--- config.mk ---
export PLATFORM = sky130hd
export DESIGN_NAME = dl11_console
export DESIGN_NICKNAME = d
export VERILOG_FILES = /design/src/rtl/dl11_console.sv
export SDC_FILE = /design/constraint.sdc
export NUM_CORES = 1
export LEC_CHECK = 0
export ABC_AREA = 1
export BUFFER_PORTS_ARGS = -buffer_cell sky130_fd_sc_hd__buf_2
export CAP_MARGIN = 20
export CELL_PAD_IN_SITES_DETAIL_PLACEMENT = 0
export CELL_PAD_IN_SITES_GLOBAL_PLACEMENT = 2
export CORE_MARGIN = 3
export CORE_UTILIZATION = 34
export DETAILED_ROUTE_END_ITERATION = 7
export PLACE_DENSITY_LB_ADDON = 0.2
export RECOVER_POWER = 50
export SLEW_MARGIN = 25
export SYNTH_ARGS = -nofsm -noshare
export SYNTH_HDL_FRONTEND = slang
export SYNTH_SLANG_ARGS = --single-unit
--- constraint.sdc ---
create_clock -name clk -period 3.9 [get_ports clk]
set_clock_uncertainty 0.15 [all_clocks]
set_input_delay 0.195 -clock clk [delete_from_list [all_inputs] [get_ports clk]]
set_output_delay 0.195 -clock clk [all_outputs]
set_load 0.02 [all_outputs]
--- src/rtl/dl11_console.sv ---
// DL11-style console serial interface: RCSR/RBUF/XCSR/XBUF decoded on the RAM bus,
// with an 8N1 receiver and transmitter and level interrupt requests.
module dl11_console #(
    parameter logic [15:0] BASE_ADDR    = 16'o177560,
    parameter int          CLKS_PER_BIT = 16
) (
    input  logic        clk,
    input  logic        reset,
    input  logic [15:0] addr,
    input  logic        we,
    input  logic        re,
    input  logic        bytew,
    input  logic [15:0] d_in,
    output logic        sel,
    output logic [15:0] d_out,
    output logic        txd,
    input  logic        rxd,
    output logic        rx_irq,
    output logic        tx_irq
);

    typedef enum logic [1:0] {S_IDLE, S_START, S_DATA, S_STOP} ser_state_t;

    localparam logic [15:0] CNT_FULL = 16'(CLKS_PER_BIT - 1);
    localparam logic [15:0] CNT_HALF = 16'(CLKS_PER_BIT / 2 - 1);

    logic       rx_done, rx_ie, rx_err, tx_ready, tx_ie;
    logic [7:0] rx_data;

    logic wr_en, rd_rbuf, tx_load;
    logic rx_complete, tx_finish;

    // Only the low byte carries writable bits.
    logic unused_d_in_hi;
    assign unused_d_in_hi = ^d_in[15:8];

    assign sel     = (addr[15:3] == BASE_ADDR[15:3]);
    assign wr_en   = we && sel && !(bytew && addr[0]);
    assign rd_rbuf = re && sel && (addr[2:1] == 2'd1);
    assign tx_load = wr_en && (addr[2:1] == 2'd3) && tx_ready;

    always_comb begin
        d_out = 16'h0000;
        if (sel) begin
            case (addr[2:1])
                2'd0:    d_out = {8'h00, rx_done, rx_ie, 6'b0};
                2'd1:    d_out = {rx_err, 7'b0, rx_data};
                2'd2:    d_out = {8'h00, tx_ready, tx_ie, 6'b0};
                default: d_out = 16'h0000;
            endcase
        end
    end

    assign rx_irq = rx_done && rx_ie;
    assign tx_irq = tx_ready && tx_ie;

    // Two-flop synchronizer plus one history flop for falling-edge detection.
    logic rx_s1, rx_sync, rx_prev;

    always_ff @(posedge clk) begin
        if (reset) begin
            rx_s1   <= 1'b1;
            rx_sync <= 1'b1;
            rx_prev <= 1'b1;
        end else begin
            rx_s1   <= rxd;
            rx_sync <= rx_s1;
            rx_prev <= rx_sync;
        end
    end

    ser_state_t rx_state, rx_next;
    logic [15:0] rx_cnt;
    logic [2:0]  rx_idx;
    logic [7:0]  rx_shift;
    logic        rx_tick;

    assign rx_tick = (rx_cnt == 16'd0);

    always_ff @(posedge clk) begin
        if (reset) rx_state <= S_IDLE;
        else       rx_state <= rx_next;
    end

    always_comb begin
        rx_next     = rx_state;
        rx_complete = 1'b0;
        case (rx_state)
            S_IDLE:  if (rx_prev && !rx_sync) rx_next = S_START;
            S_START: if (rx_tick) rx_next = rx_sync ? S_IDLE : S_DATA;
            S_DATA:  if (rx_tick && rx_idx == 3'd7) rx_next = S_STOP;
            S_STOP: begin
                if (rx_tick) begin
                    rx_next     = S_IDLE;
                    rx_complete = 1'b1;
                end
            end
            default: rx_next = S_IDLE;
        endcase
    end

    always_ff @(posedge clk) begin
        if (reset) begin
            rx_cnt   <= CNT_HALF;
            rx_idx   <= 3'd0;
            rx_shift <= 8'h00;
        end else begin
            case (rx_state)
                S_IDLE: begin
                    rx_cnt <= CNT_HALF;
                    rx_idx <= 3'd0;
                end
                S_DATA: begin
                    if (rx_tick) begin
                        rx_shift <= {rx_sync, rx_shift[7:1]};
                        rx_idx   <= rx_idx + 3'd1;
                        rx_cnt   <= CNT_FULL;
                    end else begin
                        rx_cnt <= rx_cnt - 16'd1;
                    end
                end
                default: rx_cnt <= rx_tick ? CNT_FULL : rx_cnt - 16'd1;
            endcase
        end
    end

    ser_state_t tx_state, tx_next;
    logic [15:0] tx_cnt;
    logic [2:0]  tx_idx;
    logic [7:0]  tx_shift;
    logic        tx_tick;

    assign tx_tick = (tx_cnt == 16'd0);

    always_ff @(posedge clk) begin
        if (reset) tx_state <= S_IDLE;
        else       tx_state <= tx_next;
    end

    always_comb begin
        tx_next   = tx_state;
        tx_finish = 1'b0;
        case (tx_state)
            S_IDLE:  if (tx_load) tx_next = S_START;
            S_START: if (tx_tick) tx_next = S_DATA;
            S_DATA:  if (tx_tick && tx_idx == 3'd7) tx_next = S_STOP;
            S_STOP: begin
                if (tx_tick) begin
                    tx_next   = S_IDLE;
                    tx_finish = 1'b1;
                end
            end
            default: tx_next = S_IDLE;
        endcase
    end

    always_ff @(posedge clk) begin
        if (reset) begin
            tx_cnt   <= CNT_FULL;
            tx_idx   <= 3'd0;
            tx_shift <= 8'h00;
        end else begin
            case (tx_state)
                S_IDLE: begin
                    tx_cnt <= CNT_FULL;
                    tx_idx <= 3'd0;
                    if (tx_load) tx_shift <= d_in[7:0];
                end
                S_DATA: begin
                    if (tx_tick) begin
                        tx_shift <= {1'b0, tx_shift[7:1]};
                        tx_idx   <= tx_idx + 3'd1;
                        tx_cnt   <= CNT_FULL;
                    end else begin
                        tx_cnt <= tx_cnt - 16'd1;
                    end
                end
                default: tx_cnt <= tx_tick ? CNT_FULL : tx_cnt - 16'd1;
            endcase
        end
    end

    always_comb begin
        case (tx_state)
            S_START: txd = 1'b0;
            S_DATA:  txd = tx_shift[0];
            default: txd = 1'b1;
        endcase
    end

    // A completion in the same cycle as an RBUF read overrides the clear.
    always_ff @(posedge clk) begin
        if (reset) begin
            rx_done  <= 1'b0;
            rx_ie    <= 1'b0;
            rx_err   <= 1'b0;
            rx_data  <= 8'h00;
            tx_ready <= 1'b1;
            tx_ie    <= 1'b0;
        end else begin
            if (rd_rbuf) begin
                rx_done <= 1'b0;
                rx_err  <= 1'b0;
            end
            if (rx_complete) begin
                rx_data <= rx_shift;
                rx_done <= 1'b1;
                rx_err  <= !rx_sync || rx_done;
            end
            if (wr_en && addr[2:1] == 2'd0) rx_ie <= d_in[6];
            if (wr_en && addr[2:1] == 2'd2) tx_ie <= d_in[6];
            if (tx_load)        tx_ready <= 1'b0;
            else if (tx_finish) tx_ready <= 1'b1;
        end
    end

endmodule

==> results_dict.tcl <==
set metrics [dict create \
    grtUsageTotal 0.136 \
    ys_ff_latch 74 \
    syn-cell-area_mm2 0.00372 \
    maxCapViolations 0 \
    timing.rr.end "tx_shift[0]" \
    setup_ws_ns 1.48 \
    grt_pass1_vias 3126 \
    outcome "complete, no violations" \
    tritoncts "yes" \
    max_freq_ghz 0.413 \
    viasPerCell 4.47 \
    netlist_instances 538 \
    fillers 1158 \
    worstSetupStartpointType "input port" \
    pwr-share-clk 0.382 \
    numCtsBuffers 9 \
    r2r-start "tx_state[0]" \
    ys_types 36 \
    final_util 0.404 \
    synth_top_cell_area_share 0.399 \
    io-pin-count 58 \
    critPathKind "in2reg" \
    p_seq_frac 0.404 \
    dp.cells 706 \
    end_kind "flop" \
    drive_gt1_frac 0.124 \
    antenna_found_initial 0 \
    rsz0062_at_grt "no" \
    drt_first_pass_iters 4 \
    synth.area.top_cells "dfxtp_1 40%, nand2_1 12%, nor2_1 9.8%" \
    powerDensity_mw_per_mm2 489 \
    syn_to_final_growth_pct 13.8 \
    switching_share 0.305 \
    cts.clk_slew.worst_paths_ns 0.09 \
    grt_remaining_overflow 0 \
    final_antenna_net_count 0 \
    fin_crit_ns 2.42 \
    finalInstanceArea_mm2 0.00423 \
    wl_met3_um 418 \
    place_congestion 0.731 \
    required_ns 4.05 \
    min_to "tx_shift[7]" \
    async_flop_share 0 \
    die_h_um 111 \
    setup_violations 0 \
    ir_drop_v 0.000207 \
    highest_layer "met4" \
    rows 37 \
    synth_seq_area_share 0.399 \
    power_mw 2.07 \
    htreeDepth 3 \
    drc 0 \
    reg2reg_depth 7 \
    power.leakage_nw 1.88 \
    period_share 0.621 \
    grt_max_degree 21 \
    pre_cts_ws_ns 1.68 \
    hold_depth 5 \
    drtIter0Drc 155 \
    rrSetupSlack_ns 1.62 \
    wl_mm 8.05 \
    p_int_mw 1.44 \
    die_x_um 111 \
    dieArea_mm2 0.0122 \
    root_buffer "clkbuf_8" \
    min_from "d_in[7]" \
    cts_sinks 74 \
    cts_setup_buffers 0 \
    hold_path_class "in2reg" \
    post_dp_cell_area_mm2 0.00402 \
    share_comb_of_total_power 0.214 \
    finalNonFillerCells 723 \
    grt_pass1_wl_mm 14.0 \
    timing.slew.headroom 0.343 \
    post-synth-top-count-cell "nand2_1" \
    ys_warn_count 0 \
    clock_latency_ns 0.35 \
    yosysTopAreaCell "dfxtp_1" \
    postSynthAreaPerCell_um2 6.91 \
    arrival_ns 2.57 \
    hold_ws_ns 0.0263 \
    coreArea_mm2 0.0105 \
    wl_met1_mm 4.11 \
    io_buffers 42 \
    power_switching_mw 0.630 \
    dp_hpwl_mm 6.06 \
    start_util 0.355 \
    synth_ff_type "dfxtp_1" \
    clk_path_buf_depth 2 \
    crit_fanout 20 \
    synth_enable_flop_cells 0 \
    final_max_slew_viol_count 0 \
    n_antenna_cell 0 \
    layout.nets 632 \
    hold_viol_final 0 \
    finalSetupTns_ns 0 \
    synthTopCellsByCount "123 x nand2_1, 97 x nor2_1, 74 x dfxtp_1" \
    worst_pin_slew_ns 0.986 \
    wl_per_cell_um 11.1 \
    met2WireLength_mm 3.45 \
    vias 3232 \
]
[cell type report]
type / count / area (um2) / area share
inverters: 70 / 264 / 0.0624
clock buffers: 9 / 124 / 0.0293
multi-input cells: 383 / 1840 / 0.435
repair buffers: 44 / 209 / 0.0494
well taps: 136 / 170 / 0.0402
clock inverters: 7 / 141 / 0.0334
flip-flops and latches: 74 / 1480 / 0.350
[cells by family (layout without fill, tap and decap cells)]
group	after synthesis	after routing	synth area share
xor gates and xnor gates	9	9	0.0212
AOI/OAI and AO/OA	74	74	0.107
other	1	7	0.00101
DFF	74	74	0.399
buffers and inverters	87	130	0.101
adders and majority gates	12	12	0.0404
and+or+nand+nor	281	281	0.330
[power groups by stage]
stage,combinational (mW),sequential [mW],clock (mW)
6_report,0.444,0.835,0.790
2_1_floorplan,0.398,0.846,0
4_1_cts,0.476,0.835,0.819
3_5_place_dp,0.473,0.853,0
3_3_place_gp,0.469,0.851,0
5_1_grt,0.524,0.842,0.849
[worst max-delay path by stage]
stage,startpoint,to,cells after the start
floorplan,tx_state[0],txd,6
global placement,reset,rx_cnt[0],6
detailed placement,reset,rx_cnt[0],6
CTS,tx_state[0],txd,5
global route,reset,rx_cnt[0],6
finish,reset,rx_cnt[0],6
[registers in the layout, indices dropped and copies added (netlist names), 2 cells and up, named ones only]
register and cells:
tx_idx 3, tx_shift 8, rx_shift 8, tx_cnt 16
tx_state 2, rx_cnt 16, rx_data 8, rx_idx 3
[critical path: stages]
cell and delay [ns]:
clkbuf_1 0.71, inv_1 0.49, clkbuf_1 0.37, nand3_1 0.55, inv_1 0.14, nand2_1 0.09
[metal layers]
layer	GRT usage	vias up
li1	-	1745
met1	0.178	1418
met2	0.216	64
met3	0.0438	5
met4	0.0369	0
met5	0	-
[cell usage in the layout (no fill, tap or decap), types with 2 or more instances in the layout]
cell type,n
nand2_1,126
nor2_1,100
dfxtp_1,74
inv_1,68
a21oi_1,36
buf_2,30
o21ai_0,29
nand3_1,23
clkbuf_1,13
ha_1,12
clkbuf_8,9
nor2_2,8
conb_1,7
or2_2,6
nor3_1,5
xor2_1,5
nand2_2,4
xnor2_1,4
bufinv_16,4
a31oi_1,2
nand3_2,2
nor2_4,2
a211oi_1,2
o21a_1,2
nand4_1,2
[what timing repair did]
item                      CTS  global route
resized for setup           0             0
hold endpoints to repair    1             0
hold buffers                1             0
(Power assumes the default switching activity.)
